--- src/rtl/bcd_to_bin_if.sv ---
// Handshake and data bundle between a digit-entry front end and the BCD-to-binary converter.
// The front end drives start and the six BCD digits; the converter returns status and result.
interface bcd_to_bin_if;
    logic        start;
    logic [3:0]  unit;
    logic [3:0]  ten;
    logic [3:0]  hun;
    logic [3:0]  tho;
    logic [3:0]  t_tho;
    logic [3:0]  h_hun;
    logic        busy;
    logic        done;
    logic        err;
    logic [19:0] data;

    modport master (
        output start, unit, ten, hun, tho, t_tho, h_hun,
        input  busy, done, err, data
    );

    modport slave (
        input  start, unit, ten, hun, tho, t_tho, h_hun,
        output busy, done, err, data
    );
endinterface

--- src/rtl/bcd_to_bin.sv ---
// Sequential six-digit BCD to 20-bit binary converter using reverse double-dabble.
// Each SHIFT cycle shifts right once and subtracts 3 from every BCD nibble that is >= 8.
module bcd_to_bin (
    input  logic         sys_clk,
    input  logic         sys_rst_n,
    bcd_to_bin_if.slave  bus
);

    localparam logic [1:0] IDLE  = 2'd0;
    localparam logic [1:0] CHECK = 2'd1;
    localparam logic [1:0] SHIFT = 2'd2;
    localparam logic [1:0] DONE  = 2'd3;

    logic [1:0]  state_q, state_d;
    logic [4:0]  cnt_q, cnt_d;
    logic [43:0] work_q, work_d;
    logic [19:0] data_q, data_d;
    logic        err_q, err_d;

    logic [43:0] shifted;
    logic [43:0] corrected;
    logic        any_bad;

    // Work register: bcd_part in [43:20] (h_hun at the top), bin_part in [19:0].
    always_comb begin
        shifted   = work_q >> 1;
        corrected = shifted;
        any_bad   = 1'b0;
        for (int i = 0; i < 6; i++) begin
            if (shifted[20+4*i +: 4] >= 4'd8) begin
                corrected[20+4*i +: 4] = shifted[20+4*i +: 4] - 4'd3;
            end
            if (work_q[20+4*i +: 4] > 4'd9) begin
                any_bad = 1'b1;
            end
        end
    end

    always_comb begin
        state_d = state_q;
        cnt_d   = cnt_q;
        work_d  = work_q;
        data_d  = data_q;
        err_d   = err_q;
        case (state_q)
            IDLE: begin
                if (bus.start) begin
                    work_d  = {bus.h_hun, bus.t_tho, bus.tho, bus.hun, bus.ten, bus.unit, 20'd0};
                    cnt_d   = 5'd0;
                    err_d   = 1'b0;
                    state_d = CHECK;
                end
            end
            CHECK: begin
                if (any_bad) begin
                    err_d   = 1'b1;
                    state_d = DONE;
                end else begin
                    state_d = SHIFT;
                end
            end
            SHIFT: begin
                work_d = corrected;
                cnt_d  = cnt_q + 5'd1;
                if (cnt_q == 5'd19) begin
                    data_d  = shifted[19:0];
                    state_d = DONE;
                end
            end
            DONE: begin
                state_d = IDLE;
            end
            default: begin
                state_d = IDLE;
            end
        endcase
    end

    always_ff @(posedge sys_clk or negedge sys_rst_n) begin
        if (!sys_rst_n) begin
            state_q <= IDLE;
            cnt_q   <= 5'd0;
            work_q  <= 44'd0;
            data_q  <= 20'd0;
            err_q   <= 1'b0;
        end else begin
            state_q <= state_d;
            cnt_q   <= cnt_d;
            work_q  <= work_d;
            data_q  <= data_d;
            err_q   <= err_d;
        end
    end

    // Status outputs decode registered state only, so they drop with reset immediately.
    assign bus.busy = (state_q == CHECK) || (state_q == SHIFT);
    assign bus.done = (state_q == DONE);
    assign bus.err  = (state_q == DONE) && err_q;
    assign bus.data = data_q;

endmodule

--- src/flat_wrapper.sv ---
// flat-port wrapper written by rule: the top's interface ports become plain ports
module bcd_to_bin_flat 
  (sys_clk, sys_rst_n, bus_start, bus_unit, bus_ten, bus_hun, bus_tho, bus_t_tho, bus_h_hun, bus_busy, bus_done, bus_err, bus_data);
  bcd_to_bin_if bus_i ();
  input  logic sys_clk;
  input  logic sys_rst_n;
  input wire logic [$bits(bus_i.start)-1:0] bus_start;
  input wire logic [$bits(bus_i.unit)-1:0] bus_unit;
  input wire logic [$bits(bus_i.ten)-1:0] bus_ten;
  input wire logic [$bits(bus_i.hun)-1:0] bus_hun;
  input wire logic [$bits(bus_i.tho)-1:0] bus_tho;
  input wire logic [$bits(bus_i.t_tho)-1:0] bus_t_tho;
  input wire logic [$bits(bus_i.h_hun)-1:0] bus_h_hun;
  output wire logic [$bits(bus_i.busy)-1:0] bus_busy;
  output wire logic [$bits(bus_i.done)-1:0] bus_done;
  output wire logic [$bits(bus_i.err)-1:0] bus_err;
  output wire logic [$bits(bus_i.data)-1:0] bus_data;
  assign bus_i.start = bus_start;
  assign bus_i.unit = bus_unit;
  assign bus_i.ten = bus_ten;
  assign bus_i.hun = bus_hun;
  assign bus_i.tho = bus_tho;
  assign bus_i.t_tho = bus_t_tho;
  assign bus_i.h_hun = bus_h_hun;
  assign bus_busy = bus_i.busy;
  assign bus_done = bus_i.done;
  assign bus_err = bus_i.err;
  assign bus_data = bus_i.data;
  bcd_to_bin u_core (.sys_clk(sys_clk), .sys_rst_n(sys_rst_n), .bus(bus_i));
endmodule
--- config.mk ---
export PLATFORM = sky130hd
export DESIGN_NAME = bcd_to_bin_flat
export DESIGN_NICKNAME = d
export VERILOG_FILES = /design/src/rtl/bcd_to_bin_if.sv /design/src/rtl/bcd_to_bin.sv /design/src/flat_wrapper.sv
export SDC_FILE = /design/constraint.sdc
export NUM_CORES = 1
export LEC_CHECK = 0
export BUFFER_PORTS_ARGS = -buffer_cell sky130_fd_sc_hd__buf_2
export CAP_MARGIN = 20
export CORE_ASPECT_RATIO = 1.5
export CORE_MARGIN = 3
export CORE_UTILIZATION = 40
export DETAILED_ROUTE_END_ITERATION = 10
export PLACE_DENSITY = 0.58
export SKIP_CTS_REPAIR_TIMING = 1
export SLEW_MARGIN = 30
export SYNTH_ARGS = -nofsm -noshare
export SYNTH_HDL_FRONTEND = slang
export SYNTH_SLANG_ARGS = --single-unit
export TNS_END_PERCENT = 50
--- constraint.sdc ---
create_clock -name sys_clk -period 1.7 [get_ports sys_clk]
set_clock_uncertainty 0.1 [all_clocks]
set_input_delay 0.34 -clock sys_clk [delete_from_list [all_inputs] [get_ports sys_clk]]
set_output_delay 0.34 -clock sys_clk [all_outputs]
set_load 0.1 [all_outputs]
==> flow_summary.json <==
{
  "io_pins": 50,
  "hold_viol": 0,
  "finalWorstPathRequiredPeriod_ns": 1.76,
  "ys_ff_latch": 71,
  "setup_slack_ns": -0.0614,
  "drive_above_1_share_pct": 34.3,
  "ant_nets": 0,
  "fp.dieH_um": 119,
  "rr_worst_depth": 6,
  "hp-start": "bus_unit[3]",
  "firstDrtPassIters": 4,
  "clock_power_share_pct": 21.7,
  "worstPathMaxFanout": 4,
  "power_switching_uw": 3480,
  "wl_met1_um": 3500,
  "grt_util_all_layers_pct": 16.6,
  "grt_max_degree": 72,
  "power_frac_comb_pct": 47.6,
  "post_dp_cell_area_um2": 3960,
  "tritoncts": "done",
  "intPower_uw": 5040,
  "min_path_type": "in2reg",
  "vias_per_cell": 5.22,
  "core_um2": 8160,
  "drt-total-wl_um": 7800,
  "wl_met3_um": 297,
  "cts_sinks": 71,
  "rsz0062_at_grt": "yes",
  "synth_seq_area_share_pct": 52.0,
  "rows": 40,
  "endpoint_kind": "output pin",
  "synthFlopType": "dfrtp_1",
  "drt_iter0_drc": 108,
  "holdPathEnd": "u_core.work_q[23]$_DFFE_PN0P_",
  "place_hpwl_um": 5050,
  "peakVddDrop_v": 0.00169,
  "ys_warn_count": 0,
  "finalSetupTns_ns": -0.148,
  "setup_viol": 3,
  "cts-root-buf": "clkbuf_16",
  "ctsLongestPathBuffers": 2,
  "max_freq_mhz": 568,
  "slew_headroom_pct": 67.6,
  "n_fill_cell": 702,
  "violations": "negative setup slack",
  "antenna_cells": 0,
  "vias": 2512,
  "io_buffers": 49,
  "initial_core_util_pct": 41.9,
  "tightestPinTransition_ns": 0.489,
  "path_class": "reg2out",
  "ys_types": 36,
  "pwr_density_cell_nw_per_um2": 1960,
  "clk_pin_slew_worst_paths_ns": 0.05,
  "mappedNetlistArea_um2": 3410,
  "synth_edf_count": 0,
  "top_layer": "met4",
  "cap_violations": 0,
  "finalMaxSlewViolations": 0,
  "grt_pass1_vias": 2465,
  "synthCells": 299,
  "drc": 0,
  "worstPathArrival_ns": 1.32,
  "synthArstFlopShare_pct": 100,
  "fin_util_pct": 53.4,
  "place_inst": 459,
  "fin_total_pwr_uw": 8520,
  "instances_no_fill": 481,
  "grt_pass1_wl_um": 12400,
  "r2r_start": "u_core.state_q[1]$_DFFE_PN0P_",
  "critPathRequiredTime_ns": 1.26,
  "r2r_end": "u_core.cnt_q[4]$_DFFE_PN0P_",
  "dieArea_um2": 9700,
  "routabilityCongestion": 0.795,
  "nets": 413,
  "p_seq_share_pct": 30.7,
  "clk_latency_ns": 0.33,
  "switching_share_pct": 40.8,
  "die_x_um": 81.4,
  "avgSynthCellArea_um2": 11.4,
  "numCtsBuffers": 9,
  "grt-ovfl-total": 0,
  "min_delay_path_depth": 3,
  "finalCritPeriodShare_pct": 104,
  "reg2reg_slack_ns": 0.01,
  "htreeDepth": 3,
  "wl_met2_um": 3880,
  "postLayoutCellArea_um2": 4350,
  "areaGrowthSynthToFinish_pct": 27.5,
  "wl_per_cell_um": 16.2,
  "syn-num-nets": 341,
  "p_leak_uw": 0.00206,
  "status": "complete, but fails checks",
  "crit_path_start_kind": "flop",
  "grt_antenna_before_repair": 0
}
==> cells by family (layout without fill, tap and decap cells) <==
logic type / after synthesis / in the layout / share of synthesized area [%]
mux: 29 / 30 / 9.31
flops: 71 / 71 / 52.0
buf+inv: 33 / 108 / 4.98
xor+xnor: 13 / 13 / 3.33
compound gates: 86 / 86 / 17.4
fa+ha+maj: 15 / 15 / 5.50
simple gates: 52 / 53 / 7.44
==> through the flow <==
stage	hold WS, ns	worst slack [ns]
2_1_floorplan	-0.0556	-0.106
6_report	0.132	-0.0614
3_3_place_gp	0.301	0.0357
4_1_cts	-0.0552	-0.123
3_5_place_dp	0.301	-0.0140
5_1_grt	0.145	-0.107
==> power by group through the flow <==
stage	sequential (uW)	combinational (uW)	clock, uW
after global routing	2690	4450	1990
final	2620	4050	1850
after floorplan	2840	2600	0
after CTS	2610	3890	1890
after detailed placement	2630	3870	0
after global placement	2620	3820	0
==> metal layers <==
metal,vias to the layer above,GRT usage [%]
met5,-,0
met4,0,6.03
met3,11,4.61
met2,50,25.6
met1,1235,22.0
li1,1216,-
==> synth_stat cells (2+ instances only) <==
cell | instances | area (um2)
a21oi_1 | 19 | 95.1
o221a_2 | 2 | 22.5
o21ai_0 | 21 | 105
nand2_1 | 17 | 63.8
o22a_1 | 2 | 17.5
inv_1 | 16 | 60.1
mux2i_1 | 7 | 70.1
dfrtp_1 | 71 | 1780
o22ai_1 | 6 | 37.5
mux2_2 | 22 | 248
nand4_1 | 3 | 18.8
nand3b_1 | 2 | 15.0
clkbuf_1 | 2 | 7.51
a22o_1 | 21 | 184
a221oi_2 | 3 | 45.0
buf_6 | 4 | 45.0
ha_1 | 15 | 188
nor2b_1 | 5 | 31.3
buf_2 | 10 | 50.1
a31oi_1 | 7 | 43.8
xnor2_1 | 10 | 87.6
xor2_1 | 3 | 26.3
nor2_1 | 18 | 67.6
==> critical path, cell delays in order, from the launching register on <==
cell	delay (ns)
dfrtp_1	0.45
inv_2	0.08
ha_4	0.29
buf_12	0.17
==> final cells by class <==
class	instances	area [um2]	area share [%]
Sequential cell	71	1780	40.8
Multi-Input combinational cell	197	1530	35.1
Timing Repair Buffer	76	567	13.0
Clock buffer	13	250	5.75
Tap cell	105	131	3.02
Inverter	16	60.1	1.38
Clock inverter	3	42.5	0.977
==> worst max-delay path by stage <==
stage / cells after the start / endpoint / from / slack (ns)
floorplan: 2 / bus_err / u_core.state_q[0]$_DFFE_PN0P_ / -0.11
global placement: 5 / u_core.work_q[29]$_DFFE_PN0P_ / u_core.state_q[0]$_DFFE_PN0P_ / 0.04
detailed placement: 5 / u_core.work_q[29]$_DFFE_PN0P_ / u_core.state_q[0]$_DFFE_PN0P_ / -0.01
CTS: 4 / bus_err / u_core.state_q[0]$_DFFE_PN0P_ / -0.12
global route: 3 / bus_busy / u_core.state_q[1]$_DFFE_PN0P_ / -0.11
finish: 3 / bus_busy / u_core.state_q[1]$_DFFE_PN0P_ / -0.06
==> cells in the final DEF (no fill, tap or decap), types with 12 or more instances in the layout <==
cell	count
a22o_1	21
nand2_1	16
buf_4	20
dfrtp_1	71
a21oi_1	19
ha_1	12
mux2_2	21
inv_1	14
o21ai_0	21
buf_2	46
nor2_1	18
==> state kept, by name, indices dropped and copies added, names as in the netlist <==
register and flops:
u_core.bus.data 20, u_core.work_q 43, u_core.err_q 1, u_core.state_q 2
u_core.cnt_q 5
(Power assumes the default switching activity.)
